$ cat src/rtl/pipe_adder.sv
// pipe_adder: pipelined unsigned adder, one CHUNK-bit ripple slice per stage.
// The WIDTH-bit operands travel down the pipe with the item; each stage adds
// its own slice, leaves the lower sum slices in place and passes its carry on.
// A single global advance signal moves every stage together, so results
// leave in acceptance order and a full pipe can take and accept in one cycle.
//
// Optional feature: define PIPE_ADDER_SUB_EN to add the 'sub' input. With
// sub=1 the item computes a + ~b + 1. out[WIDTH] then reads 1 when there is
// no borrow (a >= b).
module pipe_adder #(
    parameter int WIDTH = 8,
    parameter int CHUNK = 2
) (
    input  logic             clock,
    input  logic             reset,
    input  logic             in_valid,
    output logic             in_ready,
    input  logic [WIDTH-1:0] a,
    input  logic [WIDTH-1:0] b,
`ifdef PIPE_ADDER_SUB_EN
    input  logic             sub,
`endif
    output logic             out_valid,
    input  logic             out_ready,
    output logic [WIDTH:0]   out
);

    // Guarded divisor keeps the stage count well defined even for a bad CHUNK;
    // the check below then stops elaboration.
    localparam int CHUNK_SAFE = (CHUNK < 1) ? 1 : CHUNK;
    localparam int STAGES     = (WIDTH / CHUNK_SAFE < 1) ? 1 : WIDTH / CHUNK_SAFE;

    if (CHUNK < 1 || WIDTH < 1 || (WIDTH % CHUNK_SAFE) != 0) begin : g_bad_params
        $error("pipe_adder: WIDTH must be a positive multiple of CHUNK (CHUNK >= 1)");
    end

    // Global advance: the pipe moves when the output slot is empty or being taken.
    logic adv;

    // Operand B as fed to stage 0 (inverted for subtraction) and the stage-0 carry-in.
    logic [WIDTH-1:0] in_b_eff;
    logic             in_cin;

    // Per-stage registered state.
    logic [STAGES-1:0] valid_q, valid_d;
    logic [STAGES-1:0] carry_q, carry_d;
    logic [WIDTH-1:0]  a_q   [STAGES];
    logic [WIDTH-1:0]  a_d   [STAGES];
    logic [WIDTH-1:0]  b_q   [STAGES];
    logic [WIDTH-1:0]  b_d   [STAGES];
    logic [WIDTH-1:0]  sum_q [STAGES];
    logic [WIDTH-1:0]  sum_d [STAGES];

    // What each stage would load on an advance: stage 0 from the inputs,
    // stage k from the register of stage k-1.
    logic [WIDTH-1:0]  src_a   [STAGES];
    logic [WIDTH-1:0]  src_b   [STAGES];
    logic [WIDTH-1:0]  src_sum [STAGES];
    logic [STAGES-1:0] src_carry;
    logic [STAGES-1:0] src_valid;

    // Slice adder results: {carry_out, slice_sum}.
    logic [CHUNK_SAFE:0] slice_res [STAGES];

    assign out_valid = valid_q[STAGES-1];
    assign adv       = !out_valid || out_ready;
    assign in_ready  = adv;
    assign out       = {carry_q[STAGES-1], sum_q[STAGES-1]};

    // Prepare stage-0 operands: subtraction is add of the inverted B with carry-in 1.
    always_comb begin
`ifdef PIPE_ADDER_SUB_EN
        in_b_eff = sub ? ~b : b;
        in_cin   = sub;
`else
        in_b_eff = b;
        in_cin   = 1'b0;
`endif
    end

    // Select the data each stage sees at its input (skewed operand/sum hand-off).
    always_comb begin
        src_carry = '0;
        src_valid = '0;
        src_a[0]     = a;
        src_b[0]     = in_b_eff;
        src_sum[0]   = '0;
        src_carry[0] = in_cin;
        src_valid[0] = in_valid;
        for (int k = 1; k < STAGES; k++) begin
            src_a[k]     = a_q[k-1];
            src_b[k]     = b_q[k-1];
            src_sum[k]   = sum_q[k-1];
            src_carry[k] = carry_q[k-1];
            src_valid[k] = valid_q[k-1];
        end
    end

    // One ripple slice per stage, working on that stage's own bit range.
    for (genvar k = 0; k < STAGES; k++) begin : g_slice
        assign slice_res[k] = {1'b0, src_a[k][k*CHUNK_SAFE +: CHUNK_SAFE]}
                            + {1'b0, src_b[k][k*CHUNK_SAFE +: CHUNK_SAFE]}
                            + {{CHUNK_SAFE{1'b0}}, src_carry[k]};
    end

    // Next state: hold everything when stalled, otherwise shift every stage by one.
    always_comb begin
        valid_d = valid_q;
        carry_d = carry_q;
        for (int k = 0; k < STAGES; k++) begin
            a_d[k]   = a_q[k];
            b_d[k]   = b_q[k];
            sum_d[k] = sum_q[k];
        end
        if (adv) begin
            valid_d = src_valid;
            for (int k = 0; k < STAGES; k++) begin
                a_d[k]   = src_a[k];
                b_d[k]   = src_b[k];
                sum_d[k] = src_sum[k];
                sum_d[k][k*CHUNK_SAFE +: CHUNK_SAFE] = slice_res[k][CHUNK_SAFE-1:0];
                carry_d[k] = slice_res[k][CHUNK_SAFE];
            end
        end
    end

    // Pipeline registers; reset discards every in-flight item.
    always_ff @(posedge clock or posedge reset) begin
        if (reset) begin
            valid_q <= '0;
            carry_q <= '0;
            for (int k = 0; k < STAGES; k++) begin
                a_q[k]   <= '0;
                b_q[k]   <= '0;
                sum_q[k] <= '0;
            end
        end else begin
            valid_q <= valid_d;
            carry_q <= carry_d;
            for (int k = 0; k < STAGES; k++) begin
                a_q[k]   <= a_d[k];
                b_q[k]   <= b_d[k];
                sum_q[k] <= sum_d[k];
            end
        end
    end

endmodule

$ cat config.mk
export PLATFORM = sky130hd
export DESIGN_NAME = pipe_adder
export DESIGN_NICKNAME = d
export VERILOG_FILES = /design/src/rtl/pipe_adder.sv
export SDC_FILE = /design/constraint.sdc
export NUM_CORES = 1
export LEC_CHECK = 0
export ABC_CLOCK_PERIOD_IN_PS = 1600
export CAP_MARGIN = 10
export CORE_MARGIN = 3
export CORE_UTILIZATION = 49
export DETAILED_ROUTE_END_ITERATION = 7
export PLACE_DENSITY_LB_ADDON = 0.12
export SLEW_MARGIN = 5
export SYNTH_ARGS = -nofsm -noshare
export SYNTH_HDL_FRONTEND = slang
export SYNTH_SLANG_ARGS = --single-unit
$ cat constraint.sdc
create_clock -name clock -period 1.6 [get_ports clock]
set_clock_uncertainty 0.05 [all_clocks]
set_input_delay 0.4 -clock clock [delete_from_list [all_inputs] [get_ports clock]]
set_output_delay 0.4 -clock clock [all_outputs]
set_load 0.02 [all_outputs]
==> results of run 1 <==
-- report_power, final --
| group | total (mW) | internal [mW] | switching [mW] |
|---|---|---|---|
| clock | 0.749 | 0.311 | 0.438 |
| combinational | 2.04 | 1.20 | 0.845 |
| sequential | 2.19 | 1.88 | 0.307 |
| total | 4.98 | 3.39 | 1.59 |
-- registers in the layout, summed over array words and instances, names as in the netlist --
| signal | cells |
|---|---|
| out | 8 |
| valid_q | 4 |
| a_q | 12 |
| carry_q | 4 |
| b_q | 12 |
| src_sum | 12 |
-- metrics by stage --
step           cell area [um2]  hold WS (ps)
6_report                  2800           435
5_1_grt                   2800           458
4_1_cts                   2790           437
3_5_place_dp              2710           410
3_3_place_gp              2710           414
2_1_floorplan             2380           385
-- repair_timing --
| action | CTS | global route |
|---|---|---|
| gates cloned | 0 | 0 |
| resized for setup | 19 | 4 |
| setup endpoints to repair | 12 | 3 |
-- cells by family (layout without fill, tap and decap cells) --
family	count (synthesis)	after routing
AO/OA/AOI/OAI	8	8
adder cells (fa/ha/maj)	8	8
buffers and inverters	27	64
flip-flops	52	52
multiplexers	43	43
AND/OR/NAND/NOR	10	10
-- synthesized netlist by cell type --
cell	count	area, um2
dfrtp_1	52	1300
mux2_4	37	556
inv_1	19	71.3
a21oi_1	8	40.0
nor3b_1	8	60.1
fa_1	7	140
buf_12	3	60.1
mux2_2	3	33.8
mux2i_1	3	30.0
buf_6	2	22.5
buf_2	1	5.00
buf_4	1	7.51
buf_8	1	15.0
ha_1	1	12.5
nand2b_1	1	6.26
nand2b_4	1	13.8
-- layout make-up --
type                            instances  area (um2)
Fill cell                             344        1710
Sequential cell                        52        1300
Multi-Input combinational cell         69         900
Timing Repair Buffer                   37         367
Inverter                               19        75.1
Clock buffer                            5        68.8
Tap cell                               52        65.1
Clock inverter                          3        21.3
-- how the worst max path moves through the flow --
stage | start | end | slack [ps] | depth (start not counted)
after CTS | valid_q[3] | out_valid | 6 | 1
after floorplan | carry_q[0] | src_sum[11] | 120 | 4
after detailed placement | out_ready | in_ready | -490 | 3
final | valid_q[3] | out_valid | 60 | 1
after global placement | out_ready | in_ready | -490 | 3
after global routing | a_q[20] | src_sum[5] | 6 | 4
-- routing by layer --
metal	up-vias	part of all wire, %	GRT usage [%]
met5	-	0	0
met2	25	45	20.2
met4	0	1.8	5.83
met3	7	5.6	6.07
li1	559	-	-
met1	588	48	20.2
-- worst min-delay path: stages --
cell and delay, ps:
clkdlybuf4s50_1 440, clkinvlp_4 100, buf_12 250
==> results.yml, run 1 <==
outcome:
  status: "complete, no violations"
worst_setup_path:
  r2r-end: "out[7]"
  cp_max_fo: 4
  crit_path_start_kind: "flop"
  crit_family: "flip-flops"
  crit_chain: "clkdlybuf4s15_1"
  crit_path_end_kind: "output pin"
  criticalPathCategory: "reg -> out"
  crit_buf_inv: 1
  critPathSlowestCell: "dfrtp_2"
  reg2regPathDepth: 4
  cpPeakStageDelay_ps: 470
  r2r-start: "carry_q[2]"
  crit_required_ps: 1150
  arrival_ps: 1090
  r2r_slack_ps: 70
clock_network:
  cts_max_level: 2
  cts-buffers-inserted: 5
  numClockSinks: 52
  holdBufCountCts: 0
  clk_pin_slew_ps: 100
  cts_setup_buffers: 0
  cts_tree: "built"
  cts_buffer_depth: 2
  clock-root-buffer: "clkbuf_8"
  clkLatencyLatePin_ps: 320
floorplan:
  dieArea_um2: 5720
  die_h_um: 75.6
  die_w_um: 75.6
  core-area_um2: 4500
  start_util_pct: 52.7
  io-pin-count: 31
  rows: 24
pwr:
  finalPower_mw: 4.98
  p_per_area_nw_per_um2: 1780
  p_leak_nw: 1.35
  ir_worst_vdd_mv: 0.896
route:
  drtIter0Drc: 47
  dr.pass1.iters: 4
  wl_per_cell_um: 14.7
  via_per_inst: 4.97
  vias: 1179
  drc: 0
  wirelength_mm: 3.48
  ant_nets: 0
worst_hold_path:
  min_path_type: "in -> async"
placement:
  place_inst: 229
  dp_hpwl_mm: 2.37
  pre_cts_slack_ps: -489
  port_buffers: 30
  routabilityCongestion: 0.707
synth:
  ys_ff_latch: 52
  ys_types: 16
  syn_nets: 176
  synth-simple-area-share_pct: 3.37
  synth_compound_area_share_pct: 1.69
  syn-instance-count: 148
  synthAdderAreaFrac_pct: 6.43
  synthXorXnorAreaFrac_pct: 0
  synth_seq_area_share_pct: 54.8
  synth_area_um2: 2370
  yosysWarnings: 0
  synthMuxAreaShare_pct: 26.1
  synth_top_family_by_area: "multiplexers"
  postSynthAreaPerCell_um2: 16.0
timing:
  setup_slack_ps: 58.2
  setup_viol: 0
  fmax_mhz: 649
  fin_crit_sh_pct: 96.4
  period_needed_ps: 1540
  rsz0062_at_grt: "no"
  drv_slew: 0
  finalSetupTns_ps: 0
  relSlewSlack_pct: 80.0
  tightest_slew_ps: 299
  hold_viol_final: 0
global_routing:
  grt_usage_pct: 14.5
  grt_pass1_vias: 1259
  grt_max_degree: 53
  grt_first_pass_wirelength_mm: 5.96
  grt.overflow.total: 0
  antenna_found_initial: 0
final_layout:
  fin_cells: 237
  area_growth_pct: 17.9
  utilization_pct: 62.1
  post_route_cells_drive_above_1_share_pct: 34.1
  final_cell_mix: "dfrtp_1 (51), mux2_4 (37), clkdlybuf4s50_1 (18), inv_1 (17), dlygate4sd2_1 (10)"
  final_common_cell: "dfrtp_1"
  diodes: 0
  nets: 212
run:
  cap_violations: 0
(Power assumes the default switching activity.)
==> inputs of run 2 (changes only) <==
--- a/config.mk
+++ b/config.mk
@@ -8,8 +8,9 @@
 export ABC_CLOCK_PERIOD_IN_PS = 1600
 export CAP_MARGIN = 10
 export CORE_MARGIN = 3
-export CORE_UTILIZATION = 49
+export CORE_UTILIZATION = 56
 export DETAILED_ROUTE_END_ITERATION = 7
+export DONT_BUFFER_PORTS = 1
 export PLACE_DENSITY_LB_ADDON = 0.12
 export SLEW_MARGIN = 5
 export SYNTH_ARGS = -nofsm -noshare
==> run 2 against run 1 <==
Core utilization increased by 2.5 points; hold slack lost 250 ps; non-clock buffer count down 24; critical endpoint is now src_sum[5]; clock power up 23%; final area down 6.3%; wire length down 3.7%; clock-buffer cell count rose by 1; worst setup slack better by 5.1 ps; first-iteration DRC count increased by 23%; global-route usage grew 0.34 points; die area down 12%; register-to-register slack barely moved.
==> results.yml, run 2 (synthesized netlist as in run 1, its figures left out) <==
clock_network:
  cts_buffer_depth: 2
  cts-buffers-inserted: 5
  cts_max_level: 2
  clkLatencyLatePin_ps: 300
  cts_tree: "built"
  clock-root-buffer: "clkbuf_8"
  numClockSinks: 52
  clk_pin_slew_ps: 90
floorplan:
  start_util_pct: 58.5
  core-area_um2: 4060
  die_w_um: 71.1
  dieArea_um2: 5060
  die_h_um: 71.1
  io-pin-count: 31
  rows: 23
global_routing:
  grt_max_degree: 53
  antenna_found_initial: 0
  grt_usage_pct: 14.9
  met3_usage_pct: 5.54
  grt.overflow.total: 0
  grt_first_pass_wirelength_mm: 5.82
  grt_pass1_vias: 1232
  gr-max-usage-layer: "met2"
  use_met2_pct: 21.9
  grt_util_met1_pct: 19.9
route:
  drc: 0
  wirelength_mm: 3.35
  dr.pass1.iters: 3
  vias: 1114
  via_per_inst: 5.28
  drtIter0Drc: 58
  wl_per_cell_um: 15.9
  ant_nets: 0
worst_setup_path:
  crit_buf_inv: 1
  reg2regPathDepth: 4
  r2r-start: "carry_q[1]"
  crit_path_end_kind: "flop"
  startpoint: "carry_q[1]"
  r2r_slack_ps: 60
  criticalPathCategory: "reg -> reg"
  critPathSlowestCell: "fa_1"
  crit_required_ps: 1740
  arrival_ps: 1670
  cp_max_fo: 2
  crit_family: "adder cells"
  r2r-end: "src_sum[5]"
  crit_path_start_kind: "flop"
  crit_path_end: "src_sum[5]"
  cpPeakStageDelay_ps: 480
  crit_top_cell: "fa_1"
  crit_chain: "inv_1, fa_1, fa_1, a21oi_1"
  cp.depth: 4
pwr:
  p_per_area_nw_per_um2: 1930
  ir_worst_vdd_mv: 0.772
  p_leak_nw: 1.28
worst_hold_path:
  min_path_type: "in -> reg"
timing:
  relSlewSlack_pct: 82.3
  fmax_mhz: 651
  setup_viol: 0
  timing.hold.ws_ps: 186
  period_needed_ps: 1540
  finalSetupTns_ps: 0
  tightest_slew_ps: 265
  hold_viol_final: 0
  drv_slew: 0
  rsz0062_at_grt: "no"
  fin_crit_sh_pct: 96.0
final_layout:
  regArea_um2: 1300
  final_common_cell: "dfrtp_1"
  n_fill_cell: 301
  final_area_um2: 2620
  nets: 188
  area_growth_pct: 10.4
  multi_input_area_um2: 898
  final_cell_mix: "dfrtp_1 (52), mux2_4 (37), inv_1 (18), nor3b_1 (8)"
  diodes: 0
  utilization_pct: 64.6
  post_route_cells_drive_above_1_share_pct: 39.8
placement:
  dp_hpwl_mm: 2.30
  placed_area_um2: 2450
  routabilityCongestion: 0.716
  port_buffers: 0
run:
  cap_violations: 0
outcome:
  status: "complete, no violations"
run 2: how the worst min path moves through the flow:
stage | startpoint | endpoint | slack (ps) | cells after the start
3_5_place_dp | reset | out[1] | 310 | 2
3_3_place_gp | reset | out[3] | 310 | 2
4_1_cts | a[7] | a_q[31] | 170 | 1
5_1_grt | b[2] | b_q[26] | 160 | 1
2_1_floorplan | valid_q[2] | valid_q[3] | 380 | 1
6_report | a[7] | a_q[31] | 190 | 1
run 2: cell type report:
cell class | instances | share of cell area [%]
clock buffers | 6 | 3.15
clock inverters | 2 | 1.48
inverters | 19 | 2.86
multi-input cells | 69 | 34.3
flip-flops and latches | 52 | 49.6
well taps | 50 | 2.39
repair buffers | 13 | 6.21
run 2: through the flow:
stage	std cells	total power, mW	worst slack, ps
global placement	197	4.04	82.4
detailed placement	197	4.11	66.4
floorplan	148	3.79	116
CTS	206	5.05	7.68
global route	211	5.41	5.29
finish	211	5.06	63.3
run 2: metal layers:
metal / vias up / routed length (um)
met5: - / 0
met4: 0 / 61
met3: 7 / 164
met2: 26 / 1540
met1: 571 / 1590
li1: 510 / -
run 2: timing repair:
action / in CTS / in global routing
hold buffers: 1 / 0
resized for setup: 0 / 2
setup buffers: 0 / 5
endpoints found under the setup margin: 0 / 2
hold endpoints to repair: 52 / 0
run 2: where the power goes:
group | switching [mW] | internal (mW) | total, mW
Combinational | 0.668 | 1.11 | 1.78
Clock | 0.411 | 0.511 | 0.922
Sequential | 0.477 | 1.88 | 2.36
==> inputs of run 3 (changes only) <==
--- a/config.mk
+++ b/config.mk
@@ -5,7 +5,6 @@
 export SDC_FILE = /design/constraint.sdc
 export NUM_CORES = 1
 export LEC_CHECK = 0
-export ABC_CLOCK_PERIOD_IN_PS = 1600
 export CAP_MARGIN = 10
 export CORE_MARGIN = 3
 export CORE_UTILIZATION = 56
==> results of run 3 <==
Same layout as run 2: the final DEF is identical, and so are final timing and power.
